==> src/rtl/stopwatch_pkg.sv <==
// stopwatch_pkg: shared state encoding, BCD digit width and digit limits for stopwatch_core
package stopwatch_pkg;
  typedef enum logic [1:0] {IDLE = 2'd0, RUN = 2'd1, PAUSE = 2'd2} state_t;
  localparam int BCD_W = 4;
  localparam int N_DIG = 6;
  localparam logic [BCD_W-1:0] LIM_ONES = 4'd9;
  localparam logic [BCD_W-1:0] LIM_TENS = 4'd5;
endpackage

==> src/rtl/bcd_digit.sv <==
// bcd_digit: one BCD counter digit that wraps at max and reports a same-cycle carry
//   clk, reset (async, active-high), clr (sync zero), inc (count enable), max (wrap limit)
//   q: current digit value; carry: inc while q == max, feeding the next digit's inc
module bcd_digit
  import stopwatch_pkg::*;
(
  input  logic             clk,
  input  logic             reset,
  input  logic             clr,
  input  logic             inc,
  input  logic [BCD_W-1:0] max,
  output logic [BCD_W-1:0] q,
  output logic             carry
);
  assign carry = inc && (q == max);
  always_ff @(posedge clk or posedge reset)
    if (reset) q <= '0;
    else if (clr) q <= '0;
    else if (inc) q <= carry ? '0 : q + 1'b1;
endmodule

==> src/rtl/stopwatch_core.sv <==
// stopwatch_core: mm:ss.cc BCD stopwatch with run/pause/clear and optional lap freeze
//   clk, reset (async, active-high), tick_1ms, start_stop, clear, lap: one-cycle input pulses
//   digits: {min_tens, min_ones, sec_tens, sec_ones, cs_tens, cs_ones}
//   running: state is RUN; lap_active: display frozen; wrap_pulse: rollover from 59:59.99
//   Macro STOPWATCH_LAP_EN compiles in the lap freeze; otherwise lap is ignored.
module stopwatch_core
  import stopwatch_pkg::*;
#(
  parameter int TICKS_PER_CS = 10
) (
  input  logic                   clk,
  input  logic                   reset,
  input  logic                   tick_1ms,
  input  logic                   start_stop,
  input  logic                   clear,
  input  logic                   lap,
  output logic [N_DIG*BCD_W-1:0] digits,
  output logic                   running,
  output logic                   lap_active,
  output logic                   wrap_pulse
);
  localparam int SW = TICKS_PER_CS > 1 ? $clog2(TICKS_PER_CS) : 1;
  state_t state, nxt;
  logic [SW-1:0] sub;
  logic tick_q, clr_q, cs_inc;
  logic [N_DIG-1:0] inc, cy;
  logic [N_DIG*BCD_W-1:0] live;
  // Ticks and clears are qualified by the state before this edge's transition
  assign tick_q = tick_1ms && state == RUN;
  assign clr_q = clear && state != RUN;
  assign cs_inc = tick_q && sub == SW'(TICKS_PER_CS - 1);
  assign inc = {cy[N_DIG-2:0], cs_inc};
  always_comb nxt = clr_q ? IDLE : start_stop ? (state == RUN ? PAUSE : RUN) : state;
  always_ff @(posedge clk or posedge reset)
    if (reset) begin
      state <= IDLE;
      running <= 1'b0;
      sub <= '0;
      wrap_pulse <= 1'b0;
    end else begin
      state <= nxt;
      running <= nxt == RUN;
      sub <= clr_q ? '0 : tick_q ? (cs_inc ? '0 : sub + 1'b1) : sub;
      wrap_pulse <= cy[N_DIG-1];
    end
  // Odd positions (cs_tens, sec_tens, min_tens) are tens digits; only seconds/minutes tens stop at 5
  for (genvar g = 0; g < N_DIG; g++) begin : g_dig
    bcd_digit u (
      .clk(clk),
      .reset(reset),
      .clr(clr_q),
      .inc(inc[g]),
      .max((g == 3 || g == 5) ? LIM_TENS : LIM_ONES),
      .q(live[g*BCD_W +: BCD_W]),
      .carry(cy[g])
    );
  end
`ifdef STOPWATCH_LAP_EN
  logic [N_DIG*BCD_W-1:0] frozen;
  always_ff @(posedge clk or posedge reset)
    if (reset) begin
      lap_active <= 1'b0;
      frozen <= '0;
    end else if (clr_q) lap_active <= 1'b0;
    else if (lap && state == RUN) begin
      lap_active <= ~lap_active;
      frozen <= live;
    end
  assign digits = lap_active ? frozen : live;
`else
  logic unused_lap;
  assign unused_lap = lap;
  assign lap_active = 1'b0;
  assign digits = live;
`endif
endmodule

==> config.mk <==
export PLATFORM = sky130hd
export DESIGN_NAME = stopwatch_core
export DESIGN_NICKNAME = d
export VERILOG_FILES = /design/src/rtl/stopwatch_pkg.sv /design/src/rtl/bcd_digit.sv /design/src/rtl/stopwatch_core.sv
export SDC_FILE = /design/constraint.sdc
export NUM_CORES = 1
export LEC_CHECK = 0
export ABC_AREA = 1
export BUFFER_PORTS_ARGS = -buffer_cell sky130_fd_sc_hd__buf_4
export CAP_MARGIN = 20
export CORE_MARGIN = 5
export CORE_UTILIZATION = 55
export DETAILED_ROUTE_END_ITERATION = 6
export PLACE_DENSITY = 0.79
export SLEW_MARGIN = 20
export SYNTH_ARGS = -nofsm -noshare
export SYNTH_HDL_FRONTEND = slang
export SYNTH_SLANG_ARGS = --single-unit
==> constraint.sdc <==
create_clock -name clk -period 1.83 [get_ports clk]
set_input_delay 0.183 -clock clk [delete_from_list [all_inputs] [get_ports clk]]
set_output_delay 0.183 -clock clk [all_outputs]
set_load 0.01 [all_outputs]
==> out/metrics.yaml <==
status: "finished, final reports clean"
drv_cap: 0
path_clk_slew_ns: 0.10
n_antenna_cell: 0
finalClockSkew_ns: 0.007791
num_vias: 1480
crit_top_cell: "nand2_1"
leakage_uw: 0.001212
cts_setup_buffers: 0
fillerInstances: 264
cp_data_required_time_ns: 2.05
drv_slew: 0
drt_iter0_drc: 114
layout-drive-gt1-share_pct: 22.04
ys.flop_type: "dfrtp_1"
hold_class: "input pin to register"
drt-total-wl_mm: 3.543
cts_sinks: 32
finalCritPeriodShare_pct: 90.23
first_global_vias: 1416
post-dp-hpwl_mm: 2.647
cts_buffer_depth: 2
fin_ws_ns: 0.1787
clock_power_share_pct: 32.3
layout.nets: 264
rsz0062_at_grt: "no"
switching_share_pct: 27.28
finalHoldViolCount: 0
synth_nets: 224
finalCriticalPeriod_ns: 1.651
cp_max_fo: 7
ant_nets: 0
h-tree-depth: 2
netlist-cell-type-count: 33
grt_max_degree: 33
max-vdd-ir-drop_v: 0.0003286
avgSynthCellArea_um2: 8.967
rows: 21
grt_pass1_wl_mm: 6.313
path_cells: "inv_1 > ha_1 > nand3_2 > nor2_8 > nand3_1 > nand2_1 > nand2_1 > nor2_1 > nor3_1"
yosys.area_share.simple_pct: 26.68
dieArea_mm2: 0.004579
synth_compound_area_share_pct: 5.951
synth-edff-count: 0
ys_seq_elements: 32
setup_tns_ns: 0
synthAdderAreaFrac_pct: 9.576
synthXorXnorAreaFrac_pct: 5.746
arrival_ns: 1.88
slowest_stage: "dfrtp_1"
regToRegSetupSlack_ns: 0.18
switchingPower_uw: 363.2
crit_path_end_kind: "register"
stdcell_area_mm2: 0.002206
synth_area_leaders: "dfrtp_1 44%, ha_1 9.6%, nand2_1 7.0%, inv_1 6.8%, xor2_1 5.7%"
synth_mux_area_share_pct: 0
dp_cells: 282
drc_errors: 0
comb_power_share_pct: 11.7
synthesis.area_mm2: 0.001829
max_clock_freq_mhz: 605.6
die-width_um: 67.67
cp-start-kind: "register"
finalNonFillerCells: 291
cts_tree: "built"
syn_to_final_growth_pct: 20.59
cts_root_buffer: "clkbuf_4"
wl_per_cell_um: 12.18
ios: 33
p_int_uw: 967.9
max_stage_delay_ns: 0.39
port_buffers: 30
antenna_found_initial: 0
start_util_pct: 55.70
synth_top_family_by_area: "simple AND/OR/NAND/NOR gates"
powerDensity_mw_per_mm2: 603.4
crit_type: "register to register"
synth.largest_area_cell: "dfrtp_1"
vias_per_cell: 5.086
place_ws_ns: 0.1592
core-area_mm2: 0.003284
netlist_top_cells_count: "34 x nand2_1, 33 x inv_1, 32 x dfrtp_1"
ys_seq_area_share_pct: 43.78
async_flop_share_pct: 100.0
cts_made_buffers: 5
setup_viol: 0
grt_usage_pct: 18.38
die-height_um: 67.67
drt-pass1-iter-count: 4
clk_latency_ns: 0.33
dpl_cell_area_mm2: 0.002130
yosysTopAreaCellShare_pct: 43.78
yosysMostFrequentCell: "nand2_1"
gp_congestion: 0.7917
seq_power_share_pct: 56.0
syn_inst: 204
ys_warn_count: 0
overflow: 0
cell usage in the layout, fill, tap and decap left out, drive strengths merged:
cell type / netlist / routed
o31ai: 1 / 1
dfrtp: 32 / 32
and3: 1 / 1
o22ai: 4 / 4
nor2: 14 / 14
nand2: 35 / 35
nor4: 1 / 1
o32ai: 1 / 1
buf: 3 / 35
nand3b: 2 / 2
o211ai: 1 / 1
nand3: 15 / 15
nand4: 13 / 13
or2: 1 / 1
and2: 1 / 1
conb: 1 / 1
nor3: 6 / 6
a21oi: 5 / 5
ha: 14 / 14
o21ai: 7 / 7
clkbuf: 0 / 8
inv: 34 / 34
xor2: 12 / 12
dlygate4sd3: 0 / 1
cell families (layout without fill, tap and decap cells):
kind of cell | count (synthesis) | in the layout
AOI/OAI and AO/OA | 19 | 19
xor gates and xnor gates | 12 | 12
adders and majority gates | 14 | 14
buffers and inverters | 37 | 78
DFF | 32 | 32
other | 1 | 1
and+or+nand+nor | 89 | 89
final cells by class:
class | instances | area, µm² | share of cell area (%)
tap | 46 | 57.56 | 2.609
multi-input combinational | 135 | 888.4 | 40.27
inverter | 34 | 127.6 | 5.786
sequential | 32 | 800.8 | 36.30
timing repair buffer | 36 | 272.8 | 12.37
clock buffer | 8 | 58.81 | 2.666
routing by layer:
| layer | routed length (µm) | global-route usage (%) | up-vias |
|---|---|---|---|
| met5 | 0 | 0 | - |
| met2 | 1734 | 30.62 | 28 |
| met3 | 151 | 3.993 | 8 |
| met1 | 1610 | 23.57 | 699 |
| met4 | 46 | 6.076 | 0 |
| li1 | - | - | 745 |
worst paths after layout:
kind / start / end / cells after the start
min reg2reg: state[1]$_DFF_PP0_ / state[1]$_DFF_PP0_ / 2
max: sub[1]$_DFFE_PP0P_ / g_dig[2].u.q[2]$_DFFE_PP0P_ / 9
min: start_stop / state[0]$_DFF_PP0_ / 4
max in group asynchronous: reset / g_dig[4].u.q[3]$_DFFE_PP0P_ / 4
min in group asynchronous: reset / g_dig[3].u.q[0]$_DFFE_PP0P_ / 4
max reg2reg: sub[1]$_DFFE_PP0P_ / g_dig[2].u.q[2]$_DFFE_PP0P_ / 9
per-stage QoR:
step	total power, µW	util (%)	hold WS (ns)
floorplan	866.4	-	0.2992
global placement	909.9	64.84	0.2974
detailed placement	914.3	64.84	0.3019
CTS	1344	66.93	0.1196
global route	1403	67.16	0.1429
finish	1331	67.16	0.1240
what timing repair did:
action / CTS / global route
endpoints found under the hold margin: 32 / 0
gates resized for setup: 0 / 2
hold buffers: 1 / 0
endpoints found under the setup margin: 0 / 7
power groups by stage:
stage | clock [µW] | combinational, µW | sequential (µW)
3_3_place_gp | 0 | 152 | 758
2_1_floorplan | 0 | 110 | 757
5_1_grt | 479 | 177 | 748
3_5_place_dp | 0 | 155 | 760
4_1_cts | 441 | 157 | 745
6_report | 430 | 155 | 746
worst max-delay path: cells and delay by family (launching register included):
kind | cells | cell delay [ns]
fa+ha+maj | 1 | 0.16
simple gates | 7 | 0.89
flops | 1 | 0.39
buf+inv | 1 | 0.09
flip-flops by register name, summed over array words and instances (netlist names):
register	count
wrap_pulse	1
g_dig.u.q	24
sub	4
running	1
state	2
(Power assumes the default switching activity.)
